===== src/rtl/wb_bus_if_pkg.sv =====
// Shared types and constants for the Wishbone bus interface bridge.
// Encodings are fixed so waveforms decode the same across instances.
package wb_bus_if_pkg;

  typedef enum logic [1:0] {
    WB_IDLE       = 2'd0,
    WB_BUSY       = 2'd1,
    WB_WAIT_STALL = 2'd2
  } wb_state_e;

  localparam int          WB_TIMEOUT_DEF = 64;
  localparam int          REG_BUS_W      = 32;
  localparam logic [31:0] ZERO_WORD      = 32'h0;

endpackage


===== src/rtl/wb_bus_if.sv =====
// Bridges one single-cycle CPU memory port to a Wishbone B3 classic master.
// Holds the pipeline until ack/timeout; buffers read data across ctrl stalls.
module wb_bus_if
  import wb_bus_if_pkg::*;
#(
  parameter int TIMEOUT = WB_TIMEOUT_DEF,
  parameter int CNT_W   = 7
) (
  input  logic        clk,
  input  logic        rst,
  input  logic [5:0]  stall_i,
  input  logic        cpu_ce_i,
  input  logic [31:0] cpu_addr_i,
  input  logic [31:0] cpu_data_i,
  input  logic        cpu_we_i,
  input  logic [3:0]  cpu_sel_i,
  output logic [31:0] cpu_data_o,
  output logic        stall_req_o,
  output logic        bus_err_o,
  input  logic [31:0] wb_data_i,
  input  logic        wb_ack_i,
  output logic [31:0] wb_addr_o,
  output logic [31:0] wb_data_o,
  output logic        wb_we_o,
  output logic [3:0]  wb_sel_o,
  output logic        wb_stb_o,
  output logic        wb_cyc_o
);

  wb_state_e         state;
  wb_state_e         state_n;
  logic [CNT_W-1:0]  cnt;
  logic [31:0]       rd_buf;
  logic              start;
  logic              done;
  logic              abort;
  logic              timeout_hit;

  assign timeout_hit = (cnt == CNT_W'(TIMEOUT - 1));

  always_comb begin
    state_n     = state;
    stall_req_o = 1'b0;
    cpu_data_o  = ZERO_WORD;
    start       = 1'b0;
    done        = 1'b0;
    abort       = 1'b0;
    unique case (state)
      WB_IDLE: begin
        stall_req_o = cpu_ce_i;
        if (cpu_ce_i && (stall_i == 6'd0)) begin
          start   = 1'b1;
          state_n = WB_BUSY;
        end
      end
      WB_BUSY: begin
        stall_req_o = 1'b1;
        // ack beats a simultaneous timeout
        if (wb_ack_i) begin
          done        = 1'b1;
          stall_req_o = 1'b0;
          if (!wb_we_o)
            cpu_data_o = wb_data_i;
        end else if (timeout_hit) begin
          abort       = 1'b1;
          stall_req_o = 1'b0;
        end
        if (done || abort)
          state_n = (stall_i != 6'd0) ? WB_WAIT_STALL : WB_IDLE;
      end
      WB_WAIT_STALL: begin
        cpu_data_o = rd_buf;
        if (stall_i == 6'd0)
          state_n = WB_IDLE;
      end
      default: state_n = WB_IDLE;
    endcase
  end

  always_ff @(posedge clk or posedge rst) begin
    if (rst) begin
      state     <= WB_IDLE;
      cnt       <= '0;
      rd_buf    <= ZERO_WORD;
      bus_err_o <= 1'b0;
      wb_addr_o <= ZERO_WORD;
      wb_data_o <= ZERO_WORD;
      wb_we_o   <= 1'b0;
      wb_sel_o  <= 4'h0;
      wb_stb_o  <= 1'b0;
      wb_cyc_o  <= 1'b0;
    end else begin
      state     <= state_n;
      bus_err_o <= abort;
      if (start) begin
        wb_addr_o <= cpu_addr_i;
        wb_data_o <= cpu_data_i;
        wb_we_o   <= cpu_we_i;
        wb_sel_o  <= cpu_sel_i;
        wb_stb_o  <= 1'b1;
        wb_cyc_o  <= 1'b1;
        cnt       <= '0;
      end else if (state == WB_BUSY) begin
        cnt <= cnt + CNT_W'(1);
        if (done) begin
          wb_cyc_o <= 1'b0;
          wb_stb_o <= 1'b0;
          wb_we_o  <= 1'b0;
          wb_sel_o <= 4'h0;
          rd_buf   <= wb_data_i;
        end else if (abort) begin
          wb_cyc_o <= 1'b0;
          wb_stb_o <= 1'b0;
          rd_buf   <= ZERO_WORD;
        end
      end
    end
  end

endmodule

===== config.mk =====
export PLATFORM = sky130hd
export DESIGN_NAME = wb_bus_if
export DESIGN_NICKNAME = d
export VERILOG_FILES = /design/src/rtl/wb_bus_if_pkg.sv /design/src/rtl/wb_bus_if.sv
export SDC_FILE = /design/constraint.sdc
export NUM_CORES = 1
export LEC_CHECK = 0
export ABC_AREA = 1
export ABC_CLOCK_PERIOD_IN_PS = 4830
export CAP_MARGIN = 10
export CORE_MARGIN = 4
export CORE_UTILIZATION = 43
export DETAILED_ROUTE_END_ITERATION = 10
export GPL_TIMING_DRIVEN = 0
export PLACE_DENSITY = 0.77
export SLEW_MARGIN = 0
export SYNTH_ARGS = -nofsm -noshare
export SYNTH_HDL_FRONTEND = slang
export SYNTH_SLANG_ARGS = --single-unit

===== constraint.sdc =====
create_clock -name clk -period 4.83 [get_ports clk]
set_input_delay 0.966 -clock clk [delete_from_list [all_inputs] [get_ports clk]]
set_output_delay 0.966 -clock clk [all_outputs]
set_load 0.02 [all_outputs]

==> impl_results.html, run 1 <==
<table>
<tr><th>Metric</th><th>Value</th></tr>
<tr><th colspan="2">Cells and area</th></tr>
<tr><td>Layout overhead on the synthesized area</td><td>50.4%</td></tr>
<tr><td>Fraction of final layout cells with drive strength greater than 1</td><td>5.59%</td></tr>
<tr><td>Filler Cells Inserted</td><td>1014</td></tr>
<tr><td>Register Area</td><td>0.00280 mm²</td></tr>
<tr><td>Multi-input gate area</td><td>0.00212 mm²</td></tr>
<tr><td>Total inserted antenna cells</td><td>0</td></tr>
<tr><td>Number of nets in the layout</td><td>1005</td></tr>
<tr><td>Share of the core filled with cells</td><td>65.9%</td></tr>
<tr><th colspan="2">Clocking</th></tr>
<tr><td>Clock sinks</td><td>112</td></tr>
<tr><td>CTS Root Buffer Type</td><td>sky130_fd_sc_hd__clkbuf_16</td></tr>
<tr><td>CTS H-tree depth</td><td>3</td></tr>
<tr><td>Resized Gates After CTS</td><td>0</td></tr>
<tr><td>Setup fix buffers added after clock tree synthesis</td><td>0</td></tr>
<tr><td>Hold bufs inserted after CTS</td><td>0</td></tr>
<tr><td>Number of buffers inserted during clock tree synthesis</td><td>9</td></tr>
<tr><td>Clock tree from TritonCTS</td><td>built</td></tr>
<tr><td>Largest buffer count on any clock path</td><td>2</td></tr>
<tr><td>Clock network latency to the later pin of the worst-skew pair</td><td>350 ps</td></tr>
<tr><td>Clock-pin slew on the worst setup and hold paths</td><td>60 ps</td></tr>
<tr><th colspan="2">Setup path</th></tr>
<tr><td>Required time of the worst setup path</td><td>3860 ps</td></tr>
<tr><td>CP Data Arrival Time</td><td>3040 ps</td></tr>
<tr><td>Worst setup path class</td><td>input pin to output port</td></tr>
<tr><td>Critical path launch point type</td><td>input pin</td></tr>
<tr><td>Critical path endpoint category</td><td>output port</td></tr>
<tr><td>Critical path peak fanout</td><td>10</td></tr>
<tr><th colspan="2">Pwr</th></tr>
<tr><td>Worst voltage drop across the vdd grid</td><td>0.181 mV</td></tr>
<tr><td>Power Dens Cells</td><td>423 mW/mm²</td></tr>
<tr><td>Leakage power</td><td>3.78 nW</td></tr>
<tr><td>Total power draw</td><td>3.33 mW</td></tr>
<tr><th colspan="2">GRT</th></tr>
<tr><td>Aggregate global routing overflow</td><td>0</td></tr>
<tr><td>Largest net degree at the start of global routing</td><td>58</td></tr>
<tr><td>Number of antenna violations at the first check in global routing</td><td>0</td></tr>
<tr><td>All-layer global routing usage</td><td>23.9%</td></tr>
<tr><td>First-pass GRT wire length</td><td>27.1 mm</td></tr>
<tr><td>Number of global-route vias before repair</td><td>5269</td></tr>
<tr><th colspan="2">Place</th></tr>
<tr><td>RD Place Congestion</td><td>0.837</td></tr>
<tr><td>Hpwl dp</td><td>12.6 mm</td></tr>
<tr><td>Quantity of I/O buffers inserted on ports</td><td>215</td></tr>
<tr><th colspan="2">STA</th></tr>
<tr><td>Transition time at the pin with the least slew margin</td><td>737 ps</td></tr>
<tr><td>Setup Skew</td><td>9.69 ps</td></tr>
<tr><td>Highest clock frequency the design can meet</td><td>0.249 GHz</td></tr>
<tr><td>Final-report hold violation count</td><td>0</td></tr>
<tr><td>Worst-case hold slack</td><td>471 ps</td></tr>
<tr><td>Total setup violations reported at the end of the flow</td><td>0</td></tr>
<tr><td>Final cycle utilization of the critical path</td><td>83.0%</td></tr>
<tr><td>Setup repair after global routing missed its margin</td><td>no</td></tr>
<tr><td>Tmin final</td><td>4010 ps</td></tr>
<tr><td>Count of pins over their slew limit</td><td>0</td></tr>
<tr><td>Worst slew margin relative to its limit</td><td>50.9%</td></tr>
<tr><th colspan="2">Detailed routing</th></tr>
<tr><td>Per-cell via count in the routed design</td><td>4.99</td></tr>
<tr><td>Via count of the routed design</td><td>5201</td></tr>
<tr><td>DRC errors left</td><td>0</td></tr>
<tr><td>TritonRoute pass-1 iters</td><td>5</td></tr>
<tr><td>Wirelength per Cell</td><td>15.9 µm</td></tr>
<tr><td>Initial drt markers</td><td>429</td></tr>
<tr><td>Post-route antenna net violation count</td><td>0</td></tr>
<tr><td>Wire length reported by the detailed router</td><td>16.6 mm</td></tr>
<tr><th colspan="2">Yosys</th></tr>
<tr><td>Synthesized area</td><td>0.00524 mm²</td></tr>
<tr><td>Nets in the synthesized netlist</td><td>778</td></tr>
<tr><td>Total of warnings raised by yosys</td><td>0</td></tr>
<tr><td>Flip-flop and latch count after synthesis</td><td>112</td></tr>
<tr><td>Register area share after synthesis</td><td>53.5%</td></tr>
<tr><td>Syn Inst Count</td><td>663</td></tr>
<tr><td>Distinct cell type count of the synthesized netlist</td><td>24</td></tr>
<tr><td>Synth Area per Inst</td><td>7.90 µm²</td></tr>
<tr><th colspan="2">Floorplan</th></tr>
<tr><td>Placeable core area</td><td>0.0120 mm²</td></tr>
<tr><td>Row count</td><td>40</td></tr>
<tr><td>Boundary Pins</td><td>216</td></tr>
<tr><td>Overall die height</td><td>118 µm</td></tr>
<tr><td>Initial standard-cell utilization of the core</td><td>43.8%</td></tr>
<tr><td>Die span in x</td><td>118 µm</td></tr>
<tr><td>Die Outline Area</td><td>0.0140 mm²</td></tr>
<tr><th colspan="2">Job</th></tr>
<tr><td>Max Cap Viol</td><td>0</td></tr>
<tr><th colspan="2">Hold path</th></tr>
<tr><td>Type of the most critical hold path</td><td>flip-flop to flip-flop</td></tr>
<tr><th colspan="2">Run status</th></tr>
<tr><td>Run status</td><td>finished, final reports clean</td></tr>
</table>
-- per-stage QoR --
step / setup WS, ps / setup TNS [ps] / std cells / area (µm²)
after CTS: 813 / 0 / 1042 / 7880
after detailed placement: 822 / 0 / 1026 / 7610
after global routing: 728 / 0 / 1042 / 7880
after floorplan: 905 / 0 / 663 / 5240
after global placement: -683 / -75880 / 1025 / 7580
final: 821 / 0 / 1042 / 7880
-- cells in the final DEF, fill, tap and decap left out, types with 4 or more instances in the layout --
cell type                         netlist  layout
sky130_fd_sc_hd__buf_4                  9       9
sky130_fd_sc_hd__nand3b_1              27      27
sky130_fd_sc_hd__nor2_1                18      18
sky130_fd_sc_hd__buf_6                  4       4
sky130_fd_sc_hd__clkbuf_16              0       9
sky130_fd_sc_hd__nand2_1              350     350
sky130_fd_sc_hd__a21oi_1               33      33
sky130_fd_sc_hd__dfrtp_1              112     112
sky130_fd_sc_hd__nand3_1               41      41
sky130_fd_sc_hd__clkbuf_1              13      15
sky130_fd_sc_hd__inv_1                 18      17
sky130_fd_sc_hd__buf_2                 14      14
sky130_fd_sc_hd__ha_1                   4       4
sky130_fd_sc_hd__clkdlybuf4s50_1        0     215
-- synthesized netlist by cell type --
cell type	n	area share [%]
sky130_fd_sc_hd__nand2_1	350	25
sky130_fd_sc_hd__nor2_2	2	0.24
sky130_fd_sc_hd__nor2_1	18	1.3
sky130_fd_sc_hd__ha_1	4	0.96
sky130_fd_sc_hd__inv_1	18	1.3
sky130_fd_sc_hd__nand2_4	1	0.21
sky130_fd_sc_hd__nor3_1	1	0.095
sky130_fd_sc_hd__nand3b_1	27	3.9
sky130_fd_sc_hd__dfrtp_1	112	53
sky130_fd_sc_hd__nand4_1	1	0.12
sky130_fd_sc_hd__buf_1	3	0.21
sky130_fd_sc_hd__buf_4	9	1.3
sky130_fd_sc_hd__nor3b_1	1	0.14
sky130_fd_sc_hd__clkbuf_1	13	0.93
sky130_fd_sc_hd__nand3_1	41	3.9
sky130_fd_sc_hd__xor2_1	2	0.33
sky130_fd_sc_hd__inv_2	2	0.14
sky130_fd_sc_hd__buf_6	4	0.86
sky130_fd_sc_hd__nand2_2	1	0.12
sky130_fd_sc_hd__xnor2_1	2	0.33
sky130_fd_sc_hd__o21ai_0	3	0.29
sky130_fd_sc_hd__a21oi_1	33	3.2
sky130_fd_sc_hd__o21ai_4	1	0.31
sky130_fd_sc_hd__buf_2	14	1.3
-- area by class of cell --
class                           instances  area share (%)
Clock inverter                          4           0.381
Buffer                                 43            3.08
Multi-Input combinational cell        488            26.9
Inverter                               20           0.984
Sequential cell                       112            35.6
Tap cell                              147            2.33
Timing Repair Buffer                  216            27.7
Clock buffer                           12            3.13
-- metal layers --
| layer | share of wire [%] | routed length (µm) | vias up | global-route usage (%) |
|---|---|---|---|---|
| met2 | 48 | 7880 | 258 | 38.9 |
| met4 | 2.2 | 359 | 0 | 9.34 |
| met3 | 11 | 1780 | 25 | 8.66 |
| met5 | 0 | 0 | - | 0 |
| met1 | 39 | 6540 | 2403 | 29.1 |
| li1 | - | - | 2515 | - |
-- sequential cells by signal, indices dropped and copies added, names as in the netlist --
signal	cells
wb_we_o	1
state	2
cnt	7
wb_data_o	32
rd_buf	32
bus_err_o	1
wb_sel_o	4
wb_cyc_o	1
wb_addr_o	32
-- report_power, final --
part | internal, mW | total [mW] | switching, mW
clock network | 0.366 | 0.697 | 0.331
registers | 1.17 | 1.31 | 0.144
logic | 0.556 | 1.32 | 0.768
total | 2.09 | 3.33 | 1.24
-- worst max-delay path, cell delays in order --
cell and delay [ps]:
sky130_fd_sc_hd__clkdlybuf4s50_1 490, sky130_fd_sc_hd__nand2_1 140, sky130_fd_sc_hd__clkbuf_1 290, sky130_fd_sc_hd__nor2_1 210, sky130_fd_sc_hd__nand2_1 70, sky130_fd_sc_hd__a21oi_1 220, sky130_fd_sc_hd__clkdlybuf4s50_1 660
-- final timing paths --
path,startpoint,endpoint,slack (ps),cells past startpoint
max reg2reg,state[1]$_DFFE_PP0P_,rd_buf[1]$_DFFE_PP0P_,3030,8
max in group asynchronous,rst,wb_data_o[10]$_DFFE_PP0P_,3020,3
min,rd_buf[22]$_DFFE_PP0P_,rd_buf[22]$_DFFE_PP0P_,470,2
max,wb_ack_i,cpu_data_o[0],820,7
min reg2reg,rd_buf[22]$_DFFE_PP0P_,rd_buf[22]$_DFFE_PP0P_,470,2
min in group asynchronous,rst,rd_buf[6]$_DFFE_PP0P_,1090,2
-- logic make-up after synthesis --
logic type | count (synthesis) | share of synthesized area, %
AND/OR/NAND/NOR | 443 | 35.1
adder cells (fa/ha/maj) | 4 | 0.955
flip-flops | 112 | 53.5
XOR/XNOR | 4 | 0.669
buffers and inverters | 63 | 6.06
AO/OA/AOI/OAI | 37 | 3.75
Note: power is estimated with default switching activity, not from simulation.
==> run 2: changes to the inputs <==
--- a/config.mk
+++ b/config.mk
@@ -6,7 +6,7 @@
 export NUM_CORES = 1
 export LEC_CHECK = 0
 export ABC_AREA = 1
-export ABC_CLOCK_PERIOD_IN_PS = 4830
+export ABC_CLOCK_PERIOD_IN_PS = 3900
 export CAP_MARGIN = 10
 export CORE_MARGIN = 4
 export CORE_UTILIZATION = 43
==> constraint.sdc (replaced) <==
create_clock -name clk -period 3.9 [get_ports clk]
set_input_delay 0.78 -clock clk [delete_from_list [all_inputs] [get_ports clk]]
set_output_delay 0.78 -clock clk [all_outputs]
set_load 0.02 [all_outputs]
==> results of run 2 <==
The final DEF is identical to that of run 1. Status: finished, final reports clean.
Among the figures that moved: setup slack after placement 822 ps -> 264 ps; setup slack after layout 821 ps -> 263 ps; register-to-register setup slack 3030 ps -> 2100 ps; total power 3.33 mW -> 4.13 mW; worst IR drop on VDD 0.181 mV -> 0.224 mV
==> run 3: changes to the inputs <==
--- a/config.mk
+++ b/config.mk
@@ -13,6 +13,7 @@
 export DETAILED_ROUTE_END_ITERATION = 10
 export GPL_TIMING_DRIVEN = 0
 export PLACE_DENSITY = 0.77
+export SETUP_SLACK_MARGIN = 0.3
 export SLEW_MARGIN = 0
 export SYNTH_ARGS = -nofsm -noshare
 export SYNTH_HDL_FRONTEND = slang
==> run 3 against run 2 <==
Total power rose by 1.5%. Clock power increased by 9.3%. Hold slack better by 0.87 ps. Sequential share of layout area down 0.41 points. First-iteration DRC count is 12% lower. Global-route usage is 0.078 points lower. Cell area grew 1.2%. Critical path depth stayed put. Non-clock buffer count up 1. Maximum frequency up 3.6%. Flip-flop and latch count unchanged. Clock skew decreased by 5.1 ps. Critical path type unchanged.
==> impl_results.html, run 3 (synthesis gave the netlist of run 1 again) <==
<table>
<tr><th>Metric</th><th>Value</th></tr>
<tr><th colspan="2">Setup path</th></tr>
<tr><td>Worst-case reg-to-reg path depth</td><td>8 (unchanged)</td></tr>
<tr><td>Critical path endpoint category</td><td>output port (unchanged)</td></tr>
<tr><td>Critical path buffer and inverter count</td><td>4 (was 3)</td></tr>
<tr><td>Series of cell instances along the critical path</td><td>clkdlybuf4s50_1, nand2_1, inv_2, buf_2, nand3_1, a21oi_1, clkdlybuf4s50_1 (was clkdlybuf4s50_1, nand2_1, clkbuf_1, nor2_1, nand2_1, a21oi_1, clkdlybuf4s50_1)</td></tr>
<tr><td>Worst setup path class</td><td>input pin to output port (unchanged)</td></tr>
<tr><td>Slowest Stage Delay on Critical Path</td><td>630 ps (was 660 ps)</td></tr>
<tr><td>Required time of the worst setup path</td><td>3120 ps (about the same)</td></tr>
<tr><td>Critical Path Most Common Cell</td><td>sky130_fd_sc_hd__clkdlybuf4s50_1</td></tr>
<tr><td>Largest delay share family, worst path</td><td>buffers and inverters (unchanged)</td></tr>
<tr><td>Critical path peak fanout</td><td>10 (unchanged)</td></tr>
<tr><td>Master of the slowest instance on the critical path</td><td>sky130_fd_sc_hd__clkdlybuf4s50_1 (unchanged)</td></tr>
<tr><td>Critical path launch point type</td><td>input pin (unchanged)</td></tr>
<tr><td>CP Data Arrival Time</td><td>2730 ps (was 2860 ps)</td></tr>
<tr><td>Critical Path Stages</td><td>7 (unchanged)</td></tr>
<tr><th colspan="2">Detailed routing</th></tr>
<tr><td>Per-cell via count in the routed design</td><td>5.02 (was 4.99)</td></tr>
<tr><td>Initial drt markers</td><td>378 (was 429)</td></tr>
<tr><td>TritonRoute pass-1 iters</td><td>5 (unchanged)</td></tr>
<tr><td>DRC errors left</td><td>0 (unchanged)</td></tr>
<tr><td>Wire length reported by the detailed router</td><td>16.5 mm (was 16.6 mm)</td></tr>
<tr><td>Post-route antenna net violation count</td><td>0 (unchanged)</td></tr>
<tr><td>Wirelength per Cell</td><td>15.8 µm (was 15.9 µm)</td></tr>
<tr><td>Via count of the routed design</td><td>5234 (was 5201)</td></tr>
<tr><th colspan="2">Pwr</th></tr>
<tr><td>Leakage power</td><td>4.18 nW (was 3.78 nW)</td></tr>
<tr><td>Worst voltage drop across the vdd grid</td><td>0.261 mV (was 0.224 mV)</td></tr>
<tr><td>Power Dens Cells</td><td>526 mW/mm² (was 524 mW/mm²)</td></tr>
<tr><th colspan="2">STA</th></tr>
<tr><td>Final cycle utilization of the critical path</td><td>90.0% (was 93.3%)</td></tr>
<tr><td>Count of pins over their slew limit</td><td>0 (unchanged)</td></tr>
<tr><td>Transition time at the pin with the least slew margin</td><td>825 ps (was 737 ps)</td></tr>
<tr><td>Worst slew margin relative to its limit</td><td>44.9% (was 50.9%)</td></tr>
<tr><td>Sum of negative setup slack</td><td>0 ps (unchanged)</td></tr>
<tr><td>Setup Skew</td><td>4.63 ps (was 9.69 ps)</td></tr>
<tr><td>Highest clock frequency the design can meet</td><td>0.285 GHz (was 0.275 GHz)</td></tr>
<tr><td>Total setup violations reported at the end of the flow</td><td>0 (unchanged)</td></tr>
<tr><td>Tmin final</td><td>3510 ps (was 3640 ps)</td></tr>
<tr><td>Setup repair after global routing missed its margin</td><td>no (unchanged)</td></tr>
<tr><td>Final-report hold violation count</td><td>0 (unchanged)</td></tr>
<tr><th colspan="2">Cells and area</th></tr>
<tr><td>Final standard cell count with taps included and fillers excluded</td><td>1043 (was 1042)</td></tr>
<tr><td>Commonest non-fill, non-tap cell in the layout</td><td>sky130_fd_sc_hd__nand2_1 (unchanged)</td></tr>
<tr><td>Commonest cells after routing, fill and taps aside</td><td>350 x sky130_fd_sc_hd__nand2_1, 192 x sky130_fd_sc_hd__clkdlybuf4s50_1, 112 x sky130_fd_sc_hd__dfrtp_1 (was 350 x sky130_fd_sc_hd__nand2_1, 215 x sky130_fd_sc_hd__clkdlybuf4s50_1, 112 x sky130_fd_sc_hd__dfrtp_1)</td></tr>
<tr><td>Final non-filler cell area</td><td>0.00797 mm² (was 0.00788 mm²)</td></tr>
<tr><td>Layout overhead on the synthesized area</td><td>52.2% (was 50.4%)</td></tr>
<tr><td>Fraction of final layout cells with drive strength greater than 1</td><td>5.80% (was 5.59%)</td></tr>
<tr><td>Regs by FF count</td><td>rd_buf: 32 flops, wb_addr_o: 32 flops, wb_data_o: 32 flops (unchanged)</td></tr>
<tr><td>Share of the core filled with cells</td><td>66.7% (was 65.9%)</td></tr>
<tr><td>Number of nets in the layout</td><td>1006 (was 1005)</td></tr>
<tr><td>Total inserted antenna cells</td><td>0 (unchanged)</td></tr>
<tr><th colspan="2">Place</th></tr>
<tr><td>DP Cell Count</td><td>1027 (was 1026)</td></tr>
<tr><td>Placed inst area</td><td>0.00762 mm² (was 0.00761 mm²)</td></tr>
<tr><td>Hpwl dp</td><td>12.4 mm (was 12.6 mm)</td></tr>
<tr><td>RD Place Congestion</td><td>0.874 (was 0.837)</td></tr>
<tr><td>Quantity of I/O buffers inserted on ports</td><td>215 (unchanged)</td></tr>
<tr><th colspan="2">Floorplan</th></tr>
<tr><td>Row count</td><td>40 (unchanged)</td></tr>
<tr><td>Die Outline Area</td><td>0.0140 mm² (unchanged)</td></tr>
<tr><td>Overall die height</td><td>118 µm (unchanged)</td></tr>
<tr><td>Boundary Pins</td><td>216 (unchanged)</td></tr>
<tr><td>Die span in x</td><td>118 µm (unchanged)</td></tr>
<tr><td>Initial standard-cell utilization of the core</td><td>43.8% (unchanged)</td></tr>
<tr><td>Placeable core area</td><td>0.0120 mm² (unchanged)</td></tr>
<tr><th colspan="2">Clocking</th></tr>
<tr><td>Clock network latency to the later pin of the worst-skew pair</td><td>350 ps (about the same)</td></tr>
<tr><td>CTS Root Buffer Type</td><td>sky130_fd_sc_hd__clkbuf_16 (unchanged)</td></tr>
<tr><td>Hold bufs inserted after CTS</td><td>0 (unchanged)</td></tr>
<tr><td>Clock tree from TritonCTS</td><td>built (unchanged)</td></tr>
<tr><td>Number of buffers inserted during clock tree synthesis</td><td>9 (unchanged)</td></tr>
<tr><td>Largest buffer count on any clock path</td><td>2 (unchanged)</td></tr>
<tr><td>Clock sinks</td><td>112 (unchanged)</td></tr>
<tr><td>Clock-pin slew on the worst setup and hold paths</td><td>70 ps (was 60 ps)</td></tr>
<tr><td>CTS H-tree depth</td><td>3 (unchanged)</td></tr>
<tr><th colspan="2">Hold path</th></tr>
<tr><td>Worst hold path cell count</td><td>2 (unchanged)</td></tr>
<tr><td>Type of the most critical hold path</td><td>flip-flop to flip-flop (unchanged)</td></tr>
<tr><th colspan="2">GRT</th></tr>
<tr><td>Number of global-route vias before repair</td><td>5321 (was 5269)</td></tr>
<tr><td>First-pass GRT wire length</td><td>27.1 mm (about the same)</td></tr>
<tr><td>Aggregate global routing overflow</td><td>0 (unchanged)</td></tr>
<tr><td>All-layer global routing usage</td><td>23.8% (was 23.9%)</td></tr>
<tr><td>Number of antenna violations at the first check in global routing</td><td>0 (unchanged)</td></tr>
<tr><td>Largest net degree at the start of global routing</td><td>41 (was 58)</td></tr>
<tr><th colspan="2">Run status</th></tr>
<tr><td>Run status</td><td>finished, final reports clean (unchanged)</td></tr>
<tr><th colspan="2">Job</th></tr>
<tr><td>Max Cap Viol</td><td>0 (unchanged)</td></tr>
</table>
==> run 3: worst paths after layout <==
| kind | start | end | slack [ps] |
|---|---|---|---|
| max | wb_ack_i | cpu_data_o[28] | 390 |
| min | wb_addr_o[9]$_DFFE_PP0P_ | wb_addr_o[9]$_DFFE_PP0P_ | 470 |
| min reg2reg | wb_addr_o[9]$_DFFE_PP0P_ | wb_addr_o[9]$_DFFE_PP0P_ | 470 |
| max reg2reg | state[0]$_DFFE_PP0P_ | wb_addr_o[31]$_DFFE_PP0P_ | 2140 |
| max in group asynchronous | rst | rd_buf[14]$_DFFE_PP0P_ | 2300 |
| min in group asynchronous | rst | wb_addr_o[11]$_DFFE_PP0P_ | 930 |
==> run 3: metrics by stage <==
step / power [mW] / worst slack [ps] / hold WS (ps)
2_1_floorplan: 2.54 / 1490 / 442
3_3_place_gp: 3.21 / 204 / 452
3_5_place_dp: 3.27 / 178 / 458
4_1_cts: 4.22 / 354 / 475
5_1_grt: 4.46 / 301 / 494
6_report: 4.19 / 390 / 472
==> run 3: per-layer routing <==
metal / wire, µm / vias up / GRT usage, %
li1: - / 2511 / -
met1: 6620 / 2466 / 28.4
met2: 7940 / 230 / 39.9
met3: 1590 / 27 / 8.47
met4: 302 / 0 / 8.54
met5: 0 / - / 0
==> run 3: timing repair <==
item | in CTS | in global routing
hold endpoints to repair | 0 | 0
resized for setup | 3 | 22
buffers inserted | 0 | 0
gates cloned | 0 | 0
endpoints found under the setup margin | 4 | 26
==> run 3: area by class of cell <==
type                    count  area [µm²]
multi-input cells         488        2120
repair buffers            217        2240
clock inverters             4        53.8
well taps                 147         184
inverters                  20        78.8
plain buffers              43         246
fillers                   989        3990
clock buffers              12         246
flip-flops and latches    112        2800
==> run 3: tightest hold or removal path: stages (launching register included) <==
cell and delay, ps:
sky130_fd_sc_hd__dfrtp_1 340, sky130_fd_sc_hd__nand2_1 50, sky130_fd_sc_hd__nand2_1 50
==> run 3: report_power, final <==
| part | total (mW) | internal, mW | switching [mW] |
|---|---|---|---|
| clock network | 0.943 | 0.518 | 0.425 |
| logic | 1.63 | 0.682 | 0.945 |
| registers | 1.62 | 1.45 | 0.175 |
| total | 4.19 | 2.65 | 1.54 |
